### config.mk
export PLATFORM = sky130hd
export DESIGN_NAME = serial_sub_ctrl
export DESIGN_NICKNAME = d
export VERILOG_FILES = /design/src/rtl/alu_pkg.sv /design/src/rtl/sub_bit_cell.sv /design/src/rtl/serial_sub_ctrl.sv
export SDC_FILE = /design/constraint.sdc
export NUM_CORES = 1
export LEC_CHECK = 0
export CAP_MARGIN = 20
export CORE_ASPECT_RATIO = 1.1
export CORE_UTILIZATION = 53
export DETAILED_ROUTE_END_ITERATION = 8
export PLACE_DENSITY = 0.89
export SLEW_MARGIN = 5
export SYNTH_ARGS = -nofsm -noshare
export SYNTH_HDL_FRONTEND = slang
export SYNTH_HIERARCHICAL = 1
export SYNTH_SLANG_ARGS = --single-unit
### constraint.sdc
create_clock -name clk -period 3.7 [get_ports clk]
set_input_delay 0.37 -clock clk [delete_from_list [all_inputs] [get_ports clk]]
set_output_delay 0.37 -clock clk [all_outputs]
set_load 0.05 [all_outputs]
### src/rtl/alu_pkg.sv
// Shared types and sizing helpers for the bit-serial ALU datapath blocks.
package alu_pkg;

    typedef enum logic [1:0] {
        IDLE = 2'b00,
        RUN  = 2'b01,
        DONE = 2'b10
    } state_e;

    localparam int WIDTH_DEFAULT = 4;

    // Counter width for WIDTH bit-steps; never narrower than one bit.
    function automatic int cnt_width(input int w);
        return (w <= 2) ? 1 : $clog2(w);
    endfunction

endpackage

### src/rtl/sub_bit_cell.sv
// One-bit full subtractor: d = x - y - z, with borrow-out bo.
module sub_bit_cell (
    input  logic x,
    input  logic y,
    input  logic z,
    output logic d,
    output logic bo
);
    assign d  = x ^ y ^ z;
    assign bo = (~x & (y | z)) | (y & z);
endmodule

### src/rtl/serial_sub_ctrl.sv
// Bit-serial subtractor: one full-subtractor cell walked LSB-first across WIDTH bits.
module serial_sub_ctrl
    import alu_pkg::*;
#(
    parameter  int WIDTH = WIDTH_DEFAULT,
    localparam int CNT_W = cnt_width(WIDTH)
) (
    input  logic             clk,
    input  logic             rst_n,
    input  logic             start_valid,
    output logic             start_ready,
    input  logic [WIDTH-1:0] a_in,
    input  logic [WIDTH-1:0] b_in,
    input  logic             bin_in,
    input  logic             abort,
    output logic             res_valid,
    input  logic             res_ready,
    output logic [WIDTH-1:0] diff_out,
    output logic             bout_out,
    output logic             zero_out,
    output logic             busy
);

    state_e             state_q, state_d;
    logic [CNT_W-1:0]   cnt_q, cnt_d;
    logic [WIDTH-1:0]   a_sh_q, a_sh_d, b_sh_q, b_sh_d, r_sh_q, r_sh_d;
    logic               borrow_q, borrow_d;
    logic [WIDTH-1:0]   diff_q, diff_d;
    logic               bout_q, bout_d, zero_q, zero_d, res_valid_q;
    logic               cell_d, cell_bo;

    sub_bit_cell u_cell (
        .x  (a_sh_q[0]),
        .y  (b_sh_q[0]),
        .z  (borrow_q),
        .d  (cell_d),
        .bo (cell_bo)
    );

    always_comb begin
        state_d  = state_q;
        cnt_d    = cnt_q;
        a_sh_d   = a_sh_q;
        b_sh_d   = b_sh_q;
        r_sh_d   = r_sh_q;
        borrow_d = borrow_q;
        diff_d   = diff_q;
        bout_d   = bout_q;
        zero_d   = zero_q;
        case (state_q)
            IDLE: begin
                if (start_valid) begin
                    a_sh_d   = a_in;
                    b_sh_d   = b_in;
                    borrow_d = bin_in;
                    cnt_d    = '0;
                    state_d  = RUN;
                end
            end
            RUN: begin
                // abort wins over the final step, so a cancelled op never publishes
                if (abort) begin
                    state_d = IDLE;
                end else begin
                    r_sh_d   = {cell_d, r_sh_q[WIDTH-1:1]};
                    a_sh_d   = a_sh_q >> 1;
                    b_sh_d   = b_sh_q >> 1;
                    borrow_d = cell_bo;
                    if (cnt_q == CNT_W'(WIDTH - 1)) begin
                        state_d = DONE;
                        cnt_d   = '0;
                        diff_d  = r_sh_d;
                        bout_d  = cell_bo;
                        zero_d  = (r_sh_d == '0);
                    end else begin
                        cnt_d = cnt_q + CNT_W'(1);
                    end
                end
            end
            DONE: begin
                if (abort || res_ready) state_d = IDLE;
            end
            default: state_d = IDLE;
        endcase
    end

    always_ff @(posedge clk or negedge rst_n) begin
        if (!rst_n) begin
            state_q     <= IDLE;
            cnt_q       <= '0;
            a_sh_q      <= '0;
            b_sh_q      <= '0;
            r_sh_q      <= '0;
            borrow_q    <= 1'b0;
            diff_q      <= '0;
            bout_q      <= 1'b0;
            zero_q      <= 1'b0;
            res_valid_q <= 1'b0;
        end else begin
            state_q     <= state_d;
            cnt_q       <= cnt_d;
            a_sh_q      <= a_sh_d;
            b_sh_q      <= b_sh_d;
            r_sh_q      <= r_sh_d;
            borrow_q    <= borrow_d;
            diff_q      <= diff_d;
            bout_q      <= bout_d;
            zero_q      <= zero_d;
            res_valid_q <= (state_d == DONE);
        end
    end

    assign start_ready = (state_q == IDLE);
    assign busy        = (state_q != IDLE);
    assign res_valid   = res_valid_q;
    assign diff_out    = diff_q;
    assign bout_out    = bout_q;
    assign zero_out    = zero_q;

endmodule

==> flow_summary_export.csv <==
group,metric,value,unit
cts,insertion_delay,0.30,ns
yosys,yosysWarningCount,6,
global_routing,grt_pass1_vias,650,
detailed_routing,initialDrtViolationCount,3,
yosys,avgSynthCellArea,13.1,sq um
setup_path,r2r-start,"state_q[0]",
detailed_routing,top_layer,"met4",
sta,worst-slew-pin-transition,0.671,ns
detailed_routing,finalWirelength,1740,um
floorplan,die_w,45.2,um
sta,fin_skew,0.00273,ns
pwr,powerDensity,745,nW/um^2
yosys,yosysUniqueCellTypes,22,
global_routing,grt-ovfl-total,0,
setup_path,critPathArrivalTime,2.01,ns
sta,maxSlewHeadroom,55.2,%
final_layout,drive_above_1_share,29.6,%
detailed_routing,wl_met2,867,um
sta,final.setup.tns,0,ns
floorplan,io_pins,23,
place,dp.final_hpwl,1260,um
yosys,synth_fp_nets,99,
detailed_routing,vias_per_cell,5.02,
cts,cts_tree,"done",
floorplan,initial_core_util,58.5,%
floorplan,rows,16,
job,maxCapViolations,0,
setup_path,worstRegToRegCells,3,
yosys,ys_seq_elements,23,
global_routing,track_usage,16.8,%
floorplan,die_area,2240,sq um
sta,worst_slack,1.32,ns
detailed_routing,dr.pass1.iters,4,
final_layout,antenna_cells,0,
yosys,synth_cells,83,
final_layout,final_util,73.5,%
setup_path,reg2reg_to,"borrow_q",
outcome,status,"completed",
setup_path,endpoint_kind,"output pin",
detailed_routing,wl_per_cell,12.9,um
setup_path,r2r_setup_slack,1.82,ns
cts,cts_setup_buffers,0,
yosys,ys_seq_area_share,52.9,%
cts,htreeDepth,1,
cts,cts_sinks,23,
cts,cts.clk_slew.worst_paths,0.11,ns
sta,rsz0062_at_grt,"false",
setup_path,required,3.33,ns
setup_path,critPathLaunch,"state_q[1]",
yosys,syn_area,1090,sq um
setup_path,crit_path_start_kind,"register",
detailed_routing,met1_length,799,um
place,gp_congestion,0.784,
final_layout,mostFrequentLayoutCell,"mux2_2",
cts,cts_buffers,3,
sta,holdWs,0.367,ns
cts,cts-root-buf,"clkbuf_4",
floorplan,die_h,49.5,um
sta,drv_slew,0,
sta,timing.fmax,0.420,GHz
cts,cts_resized,0,
detailed_routing,wl_met3,48,um
global_routing,grt_max_degree,24,
final_layout,layout_common_cells,"mux2_2 (24), dfrtp_1 (23), clkdlybuf4s50_1 (22)",
place,port_buffers,22,
place,pre_cts_ws,1.67,ns
final_layout,area_growth,25.6,%
min_path,hold_class,"primary input to asynchronous set/reset pin",
sta,finalCritPeriodShare,64.3,%
pwr,irDropWorstVdd,0.000549,V
pwr,p_leak,0.597,nW
setup_path,crit_type,"register to output pin",
cts,holdBufCountCts,0,
sta,min_period,2.38,ns
floorplan,core,1860,sq um
global_routing,antenna_found_initial,0,
detailed_routing,dr_total_vias,678,
detailed_routing,drc,0,
sta,hold_violations,0,
detailed_routing,ant_nets,0,
global_routing,grt_pass1_wl,2750,um
sta,setup_violations,0,
setup_path,cp_max_fo,9,
cts,max-clock-path-buffers,2,
final_layout,nets,125,
## worst max-delay path, cell delays in order (launching register included)
cell	delay [ns]
dfrtp_1	0.51
or2_2	0.35
inv_1	0.05
clkdlybuf4s50_1	0.79
## sequential cells by signal (all words and copies together), names as in the netlist
name and count:
cnt_q 2, state_q 2, a_sh_q 4, bout_out 1
borrow_q 1, r_sh_q 3, zero_out 1, diff_out 4
res_valid 1, b_sh_q 4
## report_power, final
part	switching (W)	internal [W]	leakage, nW	total [W]
clock network	0.0000683	0.0000421	0.0150	0.000110
logic	0.000253	0.000230	0.291	0.000483
registers	0.0000712	0.000355	0.291	0.000426
## worst max-delay path by stage
stage / endpoint / slack [ns] / cells after the start
after detailed placement: diff_out[0] / 1.67 / 4
final: start_ready / 1.32 / 3
after CTS: start_ready / 1.32 / 3
after floorplan: start_ready / 2.04 / 3
after global placement: start_ready / 1.69 / 3
after global routing: start_ready / 1.26 / 3
## layout make-up
class	instances	area, sq um
multi-input cells	54	485
repair buffers	23	231
well taps	27	33.8
inverters	4	15.0
fillers	136	494
clock buffers	4	26.3
flip-flops and latches	23	576
## cell usage after synthesis
| cell | instances | area share [%] |
|---|---|---|
| a21o_1 | 1 | 0.69 |
| a21oi_1 | 3 | 1.4 |
| a21oi_4 | 1 | 1.5 |
| buf_2 | 1 | 0.46 |
| buf_4 | 1 | 0.69 |
| dfrtp_1 | 23 | 53 |
| fa_1 | 1 | 1.8 |
| ha_1 | 1 | 1.1 |
| inv_1 | 4 | 1.4 |
| mux2_2 | 24 | 25 |
| mux2i_1 | 1 | 0.92 |
| nand2_1 | 3 | 1.0 |
| nand2b_1 | 2 | 1.1 |
| nand2b_2 | 1 | 0.80 |
| nor2_1 | 3 | 1.0 |
| nor2b_1 | 5 | 2.9 |
| nor3_1 | 1 | 0.46 |
| nor3b_1 | 1 | 0.69 |
| nor3b_4 | 1 | 1.7 |
| nor4_1 | 1 | 0.58 |
| o21ai_0 | 3 | 1.4 |
| or2_2 | 1 | 0.58 |
## through the flow
stage / total power (W) / cell area (sq um) / cells
finish: 0.00102 / 1370 / 135
global placement: 0.000899 / 1330 / 130
CTS: 0.00103 / 1360 / 134
detailed placement: 0.000916 / 1330 / 130
global route: 0.00108 / 1370 / 135
floorplan: 0.000775 / 1090 / 83
## cells by family after synthesis
group	after synthesis	share of synthesized area, %
mux	25	25.7
fa+ha+maj	2	2.99
flops	23	52.9
compound gates	8	4.94
simple gates	19	10.9
buf+inv	6	2.53
## routing by layer
layer | GRT usage, % | vias up
li1 | - | 339
met1 | 20.6 | 320
met2 | 29.2 | 17
met3 | 2.20 | 2
met4 | 6.06 | 0
met5 | 0 | -
Note: power is estimated with default switching activity, not from simulation.
